<file path="src/rtl/tick_gen_multi.sv">
// Multi-channel programmable tick generator: independent dividers with shadowed terminal
// counts, free-run or one-shot operation, and a square-wave output per channel.
module tick_gen_multi #(
  parameter int unsigned CHANNELS   = 4,
  parameter int unsigned WIDTH      = 22,
  parameter int unsigned DEFAULT_TC = 3333334,
  localparam int unsigned SelW      = (CHANNELS > 1) ? $clog2(CHANNELS) : 1
) (
  input  logic                clk,
  input  logic                reset,
  input  logic [CHANNELS-1:0] enable,
  input  logic [CHANNELS-1:0] mode,
  input  logic [CHANNELS-1:0] arm,
  input  logic                sync_clr,
  input  logic                wr_en,
  input  logic [SelW-1:0]     wr_sel,
  input  logic [WIDTH-1:0]    wr_tc,
  output logic [CHANNELS-1:0] tick,
  output logic [CHANNELS-1:0] sq,
  output logic [CHANNELS-1:0] pend,
  output logic [CHANNELS-1:0] active
);

  localparam logic [WIDTH-1:0] DefTc = WIDTH'(DEFAULT_TC);

  logic [WIDTH-1:0]    cnt_q    [CHANNELS];
  logic [WIDTH-1:0]    cnt_d    [CHANNELS];
  logic [WIDTH-1:0]    tc_q     [CHANNELS];
  logic [WIDTH-1:0]    tc_d     [CHANNELS];
  logic [WIDTH-1:0]    shadow_q [CHANNELS];
  logic [WIDTH-1:0]    shadow_d [CHANNELS];
  logic [CHANNELS-1:0] tick_q, tick_d;
  logic [CHANNELS-1:0] sq_q, sq_d;
  logic [CHANNELS-1:0] pend_q, pend_d;
  logic [CHANNELS-1:0] active_q, active_d;

  logic [CHANNELS-1:0] wr_hit;
  logic [CHANNELS-1:0] at_tc;
  logic [CHANNELS-1:0] running;
  logic [CHANNELS-1:0] wrap;
  logic [CHANNELS-1:0] xfer;

  // Out-of-range selects match no channel and are dropped.
  always_comb begin
    wr_hit = '0;
    for (int unsigned i = 0; i < CHANNELS; i++) begin
      wr_hit[i] = wr_en && (32'(wr_sel) == i);
    end
  end

  always_comb begin
    at_tc   = '0;
    running = '0;
    wrap    = '0;
    xfer    = '0;
    for (int unsigned i = 0; i < CHANNELS; i++) begin
      at_tc[i]   = (cnt_q[i] == tc_q[i]);
      // A one-shot channel also runs out a period that was started in free-run mode.
      running[i] = !mode[i] || active_q[i] || (cnt_q[i] != '0);
      wrap[i]    = !sync_clr && enable[i] && running[i] && at_tc[i];
      xfer[i]    = pend_q[i] && (sync_clr || !enable[i] || wrap[i]);
    end
  end

  always_comb begin
    tick_d   = '0;
    sq_d     = sq_q;
    pend_d   = pend_q;
    active_d = active_q;
    for (int unsigned i = 0; i < CHANNELS; i++) begin
      cnt_d[i]    = cnt_q[i];
      // Transfer takes the pre-write shadow; a coincident write re-arms pend.
      tc_d[i]     = xfer[i] ? shadow_q[i] : tc_q[i];
      shadow_d[i] = wr_hit[i] ? wr_tc : shadow_q[i];
      pend_d[i]   = wr_hit[i] || (pend_q[i] && !xfer[i]);
      active_d[i] = active_q[i] && mode[i];

      if (sync_clr) begin
        cnt_d[i]    = '0;
        sq_d[i]     = 1'b0;
        active_d[i] = 1'b0;
      end else if (!enable[i]) begin
        if (pend_q[i]) begin
          cnt_d[i] = '0;
        end
      end else if (wrap[i]) begin
        cnt_d[i]    = '0;
        tick_d[i]   = 1'b1;
        sq_d[i]     = ~sq_q[i];
        active_d[i] = 1'b0;
      end else if (running[i]) begin
        cnt_d[i] = cnt_q[i] + WIDTH'(1);
      end else if (arm[i]) begin
        active_d[i] = 1'b1;
      end
    end
  end

  always_ff @(posedge clk) begin
    if (reset) begin
      for (int unsigned i = 0; i < CHANNELS; i++) begin
        cnt_q[i]    <= '0;
        tc_q[i]     <= DefTc;
        shadow_q[i] <= DefTc;
      end
      tick_q   <= '0;
      sq_q     <= '0;
      pend_q   <= '0;
      active_q <= '0;
    end else begin
      cnt_q    <= cnt_d;
      tc_q     <= tc_d;
      shadow_q <= shadow_d;
      tick_q   <= tick_d;
      sq_q     <= sq_d;
      pend_q   <= pend_d;
      active_q <= active_d;
    end
  end

  assign tick   = tick_q;
  assign sq     = sq_q;
  assign pend   = pend_q;
  assign active = active_q;

endmodule
</file>
<file path="config.mk">
export PLATFORM = sky130hd
export DESIGN_NAME = tick_gen_multi
export DESIGN_NICKNAME = d
export VERILOG_FILES = /design/src/rtl/tick_gen_multi.sv
export SDC_FILE = /design/constraint.sdc
export NUM_CORES = 1
export LEC_CHECK = 0
export CELL_PAD_IN_SITES_DETAIL_PLACEMENT = 1
export CELL_PAD_IN_SITES_GLOBAL_PLACEMENT = 1
export CORE_AREA = 4 4 155 186
export DETAILED_ROUTE_END_ITERATION = 10
export DIE_AREA = 0 0 159 190
export GPL_ROUTABILITY_DRIVEN = 0
export PLACE_DENSITY_LB_ADDON = 0.12
export SLEW_MARGIN = 15
export SYNTH_ARGS = -nofsm -noshare
export SYNTH_HDL_FRONTEND = slang
export SYNTH_SLANG_ARGS = --single-unit
</file>
<file path="constraint.sdc">
create_clock -name clk -period 8 [get_ports clk]
set_input_delay 1.6 -clock clk [delete_from_list [all_inputs] [get_ports clk]]
set_output_delay 1.6 -clock clk [all_outputs]
set_load 0.02 [all_outputs]
</file>
# --- Yosys cells after proc, flatten, opt, wreduce, memory -nomap -nowiden ---
# Cells that the tools add are included.
word_totals:
  register_bits: 280
  out_inout_bits: 16
op_classes:
  add_sub_neg: 4
  n_eq_ne: 11
  muxes: 36
  bitwise: 8
  reduce_logical: 83
ops:
  columns: ["operator", "n"]
  rows:
  - ["22-bit two-way mux", 16]
  - ["22-bit by 1-bit adder with 22-bit output, second input constant", 4]
  - ["22-bit == test", 4]
  - ["22-bit nonzero test", 4]
  - ["1-bit logical AND", 28]
  - ["1-bit logical OR", 20]
  - ["1-bit two-way mux", 20]
  - ["2-bit AND reduction", 8]
  - ["1-bit zero test", 13]
  - ["3-bit by 1-bit inequality test with 1-bit output, second input constant", 4]
  - ["3-bit OR reduction", 4]
  - ["1-bit NOT", 8]
  - ["2-bit nonzero test", 4]
  - ["2-bit == test, second input constant", 2]
  - ["2-bit by 1-bit == test with 1-bit output, second input constant", 1]
  - ["2-bit zero test", 1]
  - ["2-bit OR reduction", 1]

# --- Longest topological paths before layout ---
logic_depth:
  ltp_word: 10
  ltp_mapped: 11

# --- Worst setup path after synthesis ---
# Ideal clock, no wire load.
synth_timing:
  path_type: "input port to flip-flop"
  startpoint: "input sync_clr"
  endpoint: "register tc_q[24] (netlist bit)"
  arrival_ns: 3.413
  required_time_ns: 7.928
  slack_ns: 4.515
  stages: 9
  n_path_buf: 3
  path_cell_list: "buf_2 > and2b_2 > nor4b_2 > nand4_1 > or4_4 > buf_6 > a21boi_4 > buf_12 > mux2i_1"
synth_between:
  elab_chain_len: 6
  word_cells_on_any_way: 7
  classes_between: "reduce/logical (7)"
synth_lines:
  columns: ["element", "line_no", "text"]
  rows:
  - ["start, declared", "14", "input logic sync_clr,"]
  - ["1-bit zero test", "60", "wrap[i] = !sync_clr && enable[i] && running[i] && at_tc[i];"]
  - ["1-bit logical AND (3 in a row)", "60", null]
  - ["1-bit logical OR (*)", "61", "xfer[i] = pend_q[i] && (sync_clr || !enable[i] || wrap[i]);"]
  - ["1-bit logical AND (*)", "61", null]
  - ["end signal, assigned by index", "103", "tc_q[i] <= DefTc;"]
  - ["end signal, assigned", "112", "tc_q <= tc_d;"]
  - ["end, declared", "28", "logic [WIDTH-1:0] tc_q [CHANNELS];"]
# Mark *: on every way between the ends. The rest lies on a longest branch, timed or not.
# A chain may end at the register's enable or synchronous reset.

# --- Worst setup path after layout ---
layout_timing:
  startpoint: "input sync_clr"
  endpoint: "register tc_q[3] (netlist bit)"
# The elaborated chain is that of the path after synthesis.

==> results.py <==
metrics = {
    "logic_synthesis": {
        "synthArstFlopShare": 0,
        "synthesized_instance_count": 1592,
        "netlist_area_mm2": 0.0133,
        "post_synth_net_total": 1640,
        "synthesis.area_per_instance_um2": 8.37,
        "yosys_register_bits": 280,
        "yosys_most_used_dff": "sky130_fd_sc_hd__dfxtp_1",
        "yosysWarnings": 0,
        "sequential_area_share_after_synthesis": 0.421,
        "synth_enable_flop_cells": 0,
        "yosysUniqueCellTypes": 69,
    },
    "floorplanning": {
        "die-height_um": 190,
        "placementRows": 66,
        "io-pin-count": 56,
        "total_die_area_mm2": 0.0302,
        "placeableCoreArea_mm2": 0.0270,
        "fp.dieW_um": 159,
        "initial_core_util": 0.494,
    },
    "run_status": {
        "outcome": "finished, final reports clean",
    },
    "worst_setup_path": {
        "critical_path.endpoint_type": "flip-flop",
        "critPathLaunchType": "input port",
        "worst-setup-path-type": "input port to flip-flop",
        "startpoint_of_the_worst_register_to_register_path": "cnt_q[22]",
        "critical_r2r_capture": "tc_q[27]",
        "cp_max_fo": 13,
        "arrival_ns": 4.64,
        "worst-r2r-cell-count": 8,
        "reg2reg_setup_slack_ns": 4.93,
        "crit_required_ns": 8.42,
    },
    "sta": {
        "tightestPinTransition_ns": 1.03,
        "finClkSkew_ns": 0.00968,
        "final.min_clock_period_ns": 4.22,
        "fmax_ghz": 0.237,
        "setup_slack_ns": 3.78,
        "timing.final.hold_violations": 0,
        "maxSlewViolCount": 0,
        "finalSetupViolCount": 0,
        "rsz0062_at_grt": "false",
        "maxSlewHeadroom": 0.313,
        "post-route-period-util": 0.527,
        "fin_tns_setup_ns": 0,
    },
    "finish": {
        "layout.nets": 1625,
        "mostFrequentLayoutCells": "sky130_fd_sc_hd__dfxtp_1, sky130_fd_sc_hd__nand2_1, sky130_fd_sc_hd__nor2_1",
        "synthToLayoutAreaGrowth_pct": 11.5,
        "n_fill_cell": 3232,
        "layout.cells.most_common": "sky130_fd_sc_hd__dfxtp_1",
        "final_layout_size_suffix_gt1_frac": 0.0457,
        "antenna_cells_inserted": 0,
    },
    "clock_tree": {
        "cts_tree": "done",
        "cts_post_setup_buffers_inserted": 0,
        "clock-sinks": 280,
        "number_of_cts_inserted_buffers": 29,
        "post_cts.resized_instances": 0,
        "clock-root-buffer": "sky130_fd_sc_hd__clkbuf_16",
        "htree_num_levels": 1,
        "cts_buffer_depth": 3,
        "clock_insertion_delay_worst_skew_ns": 0.55,
        "clk_pin_slew_worst_paths_ns": 0.06,
        "cts_hold_buffers": 0,
    },
    "route": {
        "detail_route.drc_violations": 0,
        "detail-route-antenna-nets": 0,
        "final_routed_wire_length_divided_by_cell_count_um": 19.1,
        "routed_via_density": 5.69,
        "first_iter_violations": 534,
        "totalWireLength_mm": 37.0,
        "routed-via-count": 11000,
        "first_pass_iters": 4,
    },
    "global_routing": {
        "grt.overflow.total": 0,
        "wire_length_of_the_first_global_routing_pass_mm": 61.0,
        "grt_max_degree": 200,
        "track_usage": 0.241,
        "grt_pass1_vias": 11500,
        "antenna_found_initial": 0,
    },
    "worst_hold_path": {
        "min-delay-path-class": "flip-flop to flip-flop",
        "hold_path_depth": 2,
        "hp-start": "shadow_q[84]",
        "holdPathEnd": "shadow_q[84]",
    },
    "placed_design": {
        "post-place-ws_ns": 3.19,
        "number_of_port_buffers": 55,
        "dp_hpwl_mm": 25.9,
    },
    "flow_run": {
        "maxCapViolations": 0,
    },
    "power": {
        "vdd_ir_drop_max_mv": 0.177,
        "power.density_mw_per_mm2": 200,
        "total_leakage_power_nw": 5.23,
    },
}
kinds of logic (layout without fill, tap and decap cells):
kind of cell	Yosys count	count (layout)	share of synthesized area
and+or+nand+nor	777	777	0.290
DFF	280	280	0.421
AOI/OAI and AO/OA	194	194	0.0986
xor gates and xnor gates	148	148	0.0984
buffers and inverters	128	133	0.0417
muxes	57	57	0.0428
adders and majority gates	8	8	0.00751
routing by layer:
metal  wire length (µm)  track usage  part of all wire
met4               1130       0.0768             0.031
met3               1170       0.0316             0.032
met2              18200        0.430              0.49
met1              16500        0.304              0.45
met5                  0            0                 0
state kept, by name (all words and copies together), names as in the netlist:
signal	count
active	4
cnt_q	88
pend	4
shadow_q	88
sq	4
tc_q	88
tick	4
synth_stat cells (39+ instances only):
| library cell | instances | area (µm²) |
|---|---|---|
| sky130_fd_sc_hd__nand2b_1 | 43 | 269 |
| sky130_fd_sc_hd__nand4_1 | 39 | 244 |
| sky130_fd_sc_hd__clkbuf_1 | 81 | 304 |
| sky130_fd_sc_hd__xor2_1 | 96 | 841 |
| sky130_fd_sc_hd__dfxtp_1 | 280 | 5610 |
| sky130_fd_sc_hd__nand3b_1 | 55 | 413 |
| sky130_fd_sc_hd__a21oi_1 | 88 | 440 |
| sky130_fd_sc_hd__nand3_1 | 46 | 230 |
| sky130_fd_sc_hd__xnor2_1 | 50 | 438 |
| sky130_fd_sc_hd__mux2i_1 | 57 | 571 |
| sky130_fd_sc_hd__nor2_1 | 180 | 676 |
| sky130_fd_sc_hd__nand2_1 | 257 | 965 |
power breakdown:
group          internal, mW  total [mW]  switching (mW)
Combinational        0.0684       0.186           0.118
Clock                 0.792        1.35           0.559
Sequential             1.42        1.44          0.0200
critical path, stage by stage:
cell	delay [ns]
sky130_fd_sc_hd__clkdlybuf4s50_1	0.76
sky130_fd_sc_hd__nor4_1	0.41
sky130_fd_sc_hd__nand4_1	0.38
sky130_fd_sc_hd__nor2_1	0.66
sky130_fd_sc_hd__nand2_1	0.43
sky130_fd_sc_hd__a311o_1	0.39
worst max path at each step:
stage / cells past startpoint / from / slack [ns] / endpoint
2_1_floorplan: 9 / sync_clr / 4.52 / tc_q[24]
3_3_place_gp: 7 / sync_clr / 3.30 / tc_q[29]
3_5_place_dp: 7 / sync_clr / 3.19 / tc_q[27]
4_1_cts: 7 / sync_clr / 3.78 / tc_q[27]
5_1_grt: 6 / sync_clr / 3.55 / tc_q[3]
6_report: 6 / sync_clr / 3.78 / tc_q[3]
per-stage QoR:
| step | cells | util | hold slack [ns] | power [mW] | area (µm²) |
|---|---|---|---|---|---|
| detailed placement | 1886 | 0.515 | 0.450 | 1.66 | 13900 |
| floorplan | 1592 | - | 0.436 | 1.58 | 13300 |
| global route | 1937 | 0.550 | 0.477 | 3.09 | 14900 |
| finish | 1937 | 0.550 | 0.456 | 2.98 | 14900 |
| global placement | 1886 | 0.515 | 0.443 | 1.65 | 13900 |
| CTS | 1937 | 0.550 | 0.458 | 3.01 | 14800 |
area by class of cell:
cell class / count / area [µm²] / area share
clock buffer: 43 / 848 / 0.0571
clock inverter: 8 / 96.3 / 0.00649
inverter: 18 / 67.6 / 0.00455
multi-input combinational: 1184 / 7180 / 0.483
sequential: 280 / 5610 / 0.377
tap: 340 / 425 / 0.0286
timing repair buffer: 64 / 632 / 0.0425
Power figures use the tool's default switching activity.
